==> src/rtl/cordic_range_if.sv <==
// Request/result and core-side signals of the cordic angle-reduction stage.
// The slave modport is the cordic_range block; master is its driver/core stub.
interface cordic_range_if;
    logic        start;
    logic [15:0] angle;
    logic        busy;
    logic [15:0] theta;
    logic        c_bgn;
    logic        c_fin;
    logic [15:0] c_cos;
    logic [15:0] cos_out;
    logic        neg;
    logic        done;

    modport master (
        output start, angle, c_fin, c_cos,
        input  busy, theta, c_bgn, cos_out, neg, done
    );

    modport slave (
        input  start, angle, c_fin, c_cos,
        output busy, theta, c_bgn, cos_out, neg, done
    );
endinterface

==> src/rtl/cordic_range.sv <==
// Folds a Q3.12 angle into [-pi/2, pi/2], sequences the cordic cosine core and sign-corrects its result.
// Optional build macro CORDIC_RANGE_SAT_EN clamps the captured cosine to +/-1.0.
//
// state  | meaning
// IDLE   | waiting for start; angle captured on start
// REDUCE | subtract/add 2*pi until angle lies in [-pi, pi]
// FOLD   | mirror about +/-pi/2, set neg, convert to Q2.14 theta
// ISSUE  | one-cycle c_bgn pulse to the core
// WAIT   | theta held; capture corrected c_cos on c_fin
// DONE   | one-cycle done pulse
module cordic_range #(
    parameter logic [15:0] TWO_PI  = 16'h6488,
    parameter logic [15:0] PI      = 16'h3244,
    parameter logic [15:0] HALF_PI = 16'h1922
) (
    input  logic           clk,
    input  logic           rst_b,
    cordic_range_if.slave  bus
);

    typedef enum logic [2:0] {
        IDLE   = 3'd0,
        REDUCE = 3'd1,
        FOLD   = 3'd2,
        ISSUE  = 3'd3,
        WAIT   = 3'd4,
        DONE   = 3'd5
    } state_t;

    localparam logic signed [15:0] TWO_PI_S   = signed'(TWO_PI);
    localparam logic signed [15:0] PI_S       = signed'(PI);
    localparam logic signed [15:0] HALF_PI_S  = signed'(HALF_PI);
    localparam logic signed [15:0] NEG_PI_S   = 16'sd0 - signed'(PI);
    localparam logic signed [15:0] NEG_HALF_S = 16'sd0 - signed'(HALF_PI);

    state_t             state, state_n;
    logic signed [15:0] a_reg, a_n;
    logic        [15:0] theta_reg, theta_n;
    logic        [15:0] cos_reg, cos_n;
    logic               neg_reg, neg_n;
    logic               bgn_reg, done_reg, busy_reg;
    logic signed [15:0] f;
    logic signed [15:0] corr;
    logic signed [15:0] cap_val;

    // Sign correction wraps in 16 bits; the optional clamp acts on the wrapped value.
    always_comb begin
        corr = neg_reg ? (16'sd0 - signed'(bus.c_cos)) : signed'(bus.c_cos);
`ifdef CORDIC_RANGE_SAT_EN
        if (corr > 16'sh4000) begin
            cap_val = 16'sh4000;
        end else if (corr < 16'shC000) begin
            cap_val = 16'shC000;
        end else begin
            cap_val = corr;
        end
`else
        cap_val = corr;
`endif
    end

    always_comb begin
        state_n = state;
        a_n     = a_reg;
        theta_n = theta_reg;
        cos_n   = cos_reg;
        neg_n   = neg_reg;
        f       = a_reg;
        case (state)
            IDLE: begin
                if (bus.start) begin
                    a_n     = signed'(bus.angle);
                    state_n = REDUCE;
                end
            end
            REDUCE: begin
                if (a_reg > PI_S) begin
                    a_n = a_reg - TWO_PI_S;
                end else if (a_reg < NEG_PI_S) begin
                    a_n = a_reg + TWO_PI_S;
                end else begin
                    state_n = FOLD;
                end
            end
            FOLD: begin
                // Exactly +/-pi/2 stays unfolded; +/-pi folds to zero with negation.
                if (a_reg > HALF_PI_S) begin
                    f     = PI_S - a_reg;
                    neg_n = 1'b1;
                end else if (a_reg < NEG_HALF_S) begin
                    f     = NEG_PI_S - a_reg;
                    neg_n = 1'b1;
                end else begin
                    f     = a_reg;
                    neg_n = 1'b0;
                end
                theta_n = {f[13:0], 2'b00};
                state_n = ISSUE;
            end
            ISSUE: begin
                state_n = WAIT;
            end
            WAIT: begin
                if (bus.c_fin) begin
                    cos_n   = cap_val;
                    state_n = DONE;
                end
            end
            DONE: begin
                state_n = IDLE;
            end
            default: begin
                state_n = IDLE;
            end
        endcase
    end

    // Status outputs are registered copies of the next-state decode.
    always_ff @(posedge clk) begin
        if (rst_b) begin
            state     <= IDLE;
            a_reg     <= '0;
            theta_reg <= '0;
            cos_reg   <= '0;
            neg_reg   <= 1'b0;
            bgn_reg   <= 1'b0;
            done_reg  <= 1'b0;
            busy_reg  <= 1'b0;
        end else begin
            state     <= state_n;
            a_reg     <= a_n;
            theta_reg <= theta_n;
            cos_reg   <= cos_n;
            neg_reg   <= neg_n;
            bgn_reg   <= (state_n == ISSUE);
            done_reg  <= (state_n == DONE);
            busy_reg  <= (state_n != IDLE);
        end
    end

    assign bus.busy    = busy_reg;
    assign bus.theta   = theta_reg;
    assign bus.c_bgn   = bgn_reg;
    assign bus.cos_out = cos_reg;
    assign bus.neg     = neg_reg;
    assign bus.done    = done_reg;

endmodule

==> src/flat_wrapper.sv <==
// flat-port wrapper written by rule: the top's interface ports become plain ports
module cordic_range_flat 
#(
    parameter logic [15:0] TWO_PI  = 16'h6488,
    parameter logic [15:0] PI      = 16'h3244,
    parameter logic [15:0] HALF_PI = 16'h1922
)
  (clk, rst_b, bus_start, bus_angle, bus_c_fin, bus_c_cos, bus_busy, bus_theta, bus_c_bgn, bus_cos_out, bus_neg, bus_done);
  cordic_range_if bus_i ();
  input  logic clk;
  input  logic rst_b;
  input wire logic [$bits(bus_i.start)-1:0] bus_start;
  input wire logic [$bits(bus_i.angle)-1:0] bus_angle;
  input wire logic [$bits(bus_i.c_fin)-1:0] bus_c_fin;
  input wire logic [$bits(bus_i.c_cos)-1:0] bus_c_cos;
  output wire logic [$bits(bus_i.busy)-1:0] bus_busy;
  output wire logic [$bits(bus_i.theta)-1:0] bus_theta;
  output wire logic [$bits(bus_i.c_bgn)-1:0] bus_c_bgn;
  output wire logic [$bits(bus_i.cos_out)-1:0] bus_cos_out;
  output wire logic [$bits(bus_i.neg)-1:0] bus_neg;
  output wire logic [$bits(bus_i.done)-1:0] bus_done;
  assign bus_i.start = bus_start;
  assign bus_i.angle = bus_angle;
  assign bus_i.c_fin = bus_c_fin;
  assign bus_i.c_cos = bus_c_cos;
  assign bus_busy = bus_i.busy;
  assign bus_theta = bus_i.theta;
  assign bus_c_bgn = bus_i.c_bgn;
  assign bus_cos_out = bus_i.cos_out;
  assign bus_neg = bus_i.neg;
  assign bus_done = bus_i.done;
  cordic_range #(.TWO_PI(TWO_PI), .PI(PI), .HALF_PI(HALF_PI)) u_core (.clk(clk), .rst_b(rst_b), .bus(bus_i));
endmodule
==> config.mk <==
export PLATFORM = sky130hd
export DESIGN_NAME = cordic_range_flat
export DESIGN_NICKNAME = d
export VERILOG_FILES = /design/src/rtl/cordic_range_if.sv /design/src/rtl/cordic_range.sv /design/src/flat_wrapper.sv
export SDC_FILE = /design/constraint.sdc
export NUM_CORES = 1
export LEC_CHECK = 0
export CORE_UTILIZATION = 53
export DETAILED_ROUTE_END_ITERATION = 7
export PLACE_DENSITY = 0.81
export SETUP_SLACK_MARGIN = 0.02
export SLEW_MARGIN = 10
export SYNTH_ARGS = -nofsm -noshare
export SYNTH_HDL_FRONTEND = slang
export SYNTH_SLANG_ARGS = --single-unit
==> constraint.sdc <==
create_clock -name clk -period 3.7 [get_ports clk]
set_input_delay 0.555 -clock clk [delete_from_list [all_inputs] [get_ports clk]]
set_output_delay 0.555 -clock clk [all_outputs]
set_load 0.02 [all_outputs]
# --- Word level (Yosys, flattened, before mapping) ---
# Cells that the tools add are included.
# Widths: inputs -> output; s select.
totals:
  reg_bits: 53
  inputBits: 36
  output_inout_bits: 36
  elab_cells: 44
op_classes:
  add_sub_neg: 5
  order_cmp: 4
  n_eq_ne: 8
  muxes: 14
  reduce_logical: 5
op_table:
  columns: ["op", "n"]
  rows:
  - ["$mux 16", 4]
  - ["$pmux 16 s2", 1]
  - ["$mux 14", 2]
  - ["$sub 13x14->14 const A", 2]
  - ["$add 16x16->16 const B", 1]
  - ["$gt 16x14->1 const B", 1]
  - ["$gt 16x15->1 const B", 1]
  - ["$lt 16x14->1 const B", 1]
  - ["$lt 16x15->1 const B", 1]
  - ["$sub 1x16->16 const A", 1]
  - ["$sub 16x16->16 const B", 1]
  - ["$pmux 3 s5", 1]
  - ["$mux 3", 4]
  - ["$eq 3x2->1 const B", 3]
  - ["$eq 3x3->1 const B", 2]
  - ["$eq 3x1->1 const B", 1]
  - ["$logic_not 3->1", 1]
  - ["$ne 3x1->1 const B", 1]
  - ["$reduce_and 3->1", 1]
  - ["$reduce_bool 3->1", 1]
  - ["$mux 1", 2]
  - ["$ne 2x2->1 const B", 1]
  - ["$reduce_and 2->1", 1]
  - ["$reduce_bool 2->1", 1]

# --- Logic depth before layout (Yosys ltp) ---
depth:
  depth_word: 5
  mapped_depth: 15
  ltp_nobuf: 15

# --- Worst setup path before layout ---
# Ideal clock, no wire load.
synth_path:
  path_kind: "reg-to-reg"
  start: "register u_core.a_reg[1]"
  end: "register u_core.a_reg[11]"
  arrival_ns: 3.038
  required_ns: 3.627
  slack_ns: 0.589
  stages_incl_launch_ff: 14
  n_path_buf: 1
  synth_period_minus_slack_ns: 3.111
  path_cell_list: "dfxtp_1 > inv_1 > ha_1 > and4_1 > o2111a_2 > nor2_8 > inv_2 > ha_1 > clkbuf_1 > nand2_1 > o32a_1 > a2111o_1 > a311o_1 > o211ai_2"
synth_via:
  elab_chain_cells: 4
  word_cells_on_any_way: 9
synth_rtl:
  columns: ["item", "line", "source"]
  rows:
  - ["start: declaration", "cordic_range.sv:37", "logic signed [15:0] a_reg, a_n;"]
  - ["start signal: assignment", "cordic_range.sv:131", "a_reg <= a_n;"]
  - ["$add 16x16->16", "cordic_range.sv:80", "a_n = a_reg + TWO_PI_S;"]
  - ["$mux 16", "cordic_range.sv:79", "end else if (a_reg < NEG_PI_S) begin"]
  - ["$mux 16", "cordic_range.sv:77", "if (a_reg > PI_S) begin"]
  - ["$pmux 16 s2", "cordic_range.sv:69", "case (state)"]
# Several ways; a longest one is shown, not always the timed one. The select of a mux whose other input is x is not followed.
# A chain may end at the register's enable or synchronous reset.

# --- Worst setup path after layout ---
layout_path:
  start: "register u_core.a_reg[1]"
  end: "register u_core.a_reg[15]"
# The elaborated chain is that of the path after synthesis.

==> flow_summary.toml <==
[final_layout]
post-route-util_pct = 68.8
antenna_cells = 0
final_area_mm2 = 0.00475
seq_area_mm2 = 0.00106
area_growth_pct = 23.6
fin_cells = 661
n_fill_cell = 623
layout.nets = 608
multi_input_area_mm2 = 0.00253
drive_gt1_share_pct = 9.56

[routing]
num_vias = 4209
drc = 0
routed_wl_um = 11100
antenna_left = 0
viasPerCell = 6.37
first_iter_violations = 401
dr.pass1.iters = 5
wl_per_cell_um = 16.9

[floorplan]
ios = 72
die_h_um = 87.2
die_w_um = 87.2
die_area_mm2 = 0.00760
row_count = 30
coreArea_mm2 = 0.00691
initial_utilization_pct = 55.7

[min_path]
min_from = "u_core.bus.theta[15]$_SDFFE_PP0P_"
hp-class = "reg -> reg"

[yosys]
synth_flop_cell = "dfxtp_1"
ys_types = 75
synthCells = 511
synth.avg_cell_area_um2 = 7.52
async_reset_ff_share_pct = 0
synth_seq_cells = 53
ys_warn_count = 0
netlist_area_mm2 = 0.00384
seq_area_frac_synth_pct = 27.6
synth_edf_count = 0

[critical_path]
worstPathArrival_ns = 3.64
startpoint = "u_core.a_reg[1]$_SDFFE_PP0P_"
crit_type = "reg -> reg"
crit_fanout = 11
r2r-start = "u_core.a_reg[1]$_SDFFE_PP0P_"
path_cells = "inv_1 -> ha_1 -> and4_1 -> o2111a_2 -> nor2_8 -> inv_2 -> xnor2_1 -> ha_2 -> or3_1 -> o21ai_0 -> nand2_1 -> a22o_1 -> a31o_1 -> a21o_1 -> a221oi_1"
max_stage_delay_ns = 0.37
critPathLaunchType = "register"
cp.required_ns = 3.92
critPathSlowestCell = "dfxtp_2"
critPathCaptureType = "register"

[status]
status = "finished, final reports clean"

[cts]
tritoncts = "built"
worst_skew_pair.late_latency_ns = 0.32
cts_buffers = 5
clkSlewWorstSetupHoldPaths_ns = 0.10
cts_htree_levels = 2
clkSinkCount = 53
clockRootBuffer = "clkbuf_8"
clockBufferDepth = 2

[power]
total_power_mw = 2.59
peakVddDrop_mv = 0.296
p_leak_nw = 1.72
powerDensity_mw_per_mm2 = 546

[global_route]
grt_pass1_vias = 3810
grt_usage_pct = 29.9
overflow = 0
antenna_found_initial = 0
grt_max_degree = 47
grt_pass1_wl_um = 18200

[timing]
finClkSkew_ns = 0.00370
worst_pin_slew_ns = 0.901
fmax_ghz = 0.293
finalHoldViolCount = 0
final_max_slew_viol_count = 0
rsz0062_at_grt = "false"
relSlewSlack_pct = 39.9
holdWs_ns = 0.454
setup_viol = 0
min_period_ns = 3.42
setup_tns_ns = 0
post-route-period-util_pct = 92.4
setup_ws_ns = 0.282

[place]
dpl_cell_area_mm2 = 0.00461
portBuffers = 69
hpwl_um = 7990
detailedPlace.worstSlack_ns = 0.117
gp_routability_congestion = 0.979
dp_cells = 650

[flow_run]
drv_cap = 0
kinds of logic (layout without fill, tap and decap cells):
family | count (synthesis) | in the layout | share of synthesized area (%)
adders and majority gates | 7 | 7 | 2.28
DFF | 53 | 53 | 27.6
and+or+nand+nor | 192 | 192 | 24.9
buffers and inverters | 62 | 115 | 6.93
AOI/OAI and AO/OA | 169 | 169 | 31.6
xor gates and xnor gates | 18 | 18 | 4.10
muxes | 9 | 9 | 2.41
other | 1 | 2 | 0.0976
layout make-up:
| class | count | area share [%] |
|---|---|---|
| Clock inverter | 2 | 0.737 |
| Clock buffer | 5 | 1.45 |
| Sequential cell | 53 | 22.4 |
| Tap cell | 96 | 2.53 |
| Inverter | 13 | 1.03 |
| Multi-Input combinational cell | 397 | 53.2 |
| Timing Repair Buffer | 95 | 18.6 |
layout by cell type, fill, tap and decap left out, types with 15 or more instances in the layout:
cell and count:
clkdlybuf4s50_1 69, a211oi_1 15, nor2_1 45, nand2_1 58
a31oi_1 15, o21ai_0 15, a21oi_1 31, buf_4 26
dfxtp_1 51
worst max-delay path: cells and delay by family (launching register included):
kind                     cells  cell delay [ns]
AND/OR/NAND/NOR              4             0.81
adder cells (fa/ha/maj)      2             0.45
flip-flops                   1             0.37
XOR/XNOR                     1             0.15
AO/OA/AOI/OAI                6             1.35
buffers and inverters        2             0.19
routing by layer:
layer | global-route usage, % | vias to the layer above | part of all wire (%)
li1 | - | 2000 | -
met4 | 10.9 | 0 | 2.9
met3 | 6.35 | 42 | 8.4
met5 | 0 | - | 0
met2 | 50.3 | 233 | 46
met1 | 37.6 | 1934 | 42
cell usage after synthesis, drive strengths merged, types with 4 or more instances:
library cell  count  area [um2]
a211oi           15         113
a21o              6        45.0
a21oi            32         164
a311o             4        40.0
a311oi            5        43.8
a31oi            15        93.8
a41oi             5        43.8
and3             10        62.6
buf              17        96.3
clkbuf           32         121
dfxtp            53        1060
ha                7        87.6
inv              13        48.8
mux2i             7        70.1
nand2            58         218
nand2b            5        31.3
nand3            12        60.1
nor2             46         189
nor2b             4        25.0
nor3             15        80.1
nor4              9        62.6
o211ai           11        87.6
o21a              6        45.0
o21ai            23         115
o31a              4        35.0
o31ai             8        65.1
or3              15        98.8
xnor2             6        52.6
xor2             12         105
worst paths after layout:
kind,endpoint,slack [ns],cells after the start
hold reg to reg,u_core.bus.theta[15]$_SDFFE_PP0P_,0.45,2
hold / removal,u_core.bus.theta[15]$_SDFFE_PP0P_,0.45,2
setup / recovery,u_core.a_reg[15]$_SDFFE_PP0P_,0.28,15
setup reg to reg,u_core.a_reg[15]$_SDFFE_PP0P_,0.28,15
report_power, final:
group,internal (mW),switching (mW)
clock,0.197,0.205
sequential,0.650,0.0869
combinational,0.576,0.876
total,1.42,1.17
repair_timing:
item	4_1_cts	5_1_grt
resized for setup	0	3
setup endpoints to repair	0	6
hold buffers	0	0
buffers inserted	0	4
Power figures use the tool's default switching activity.
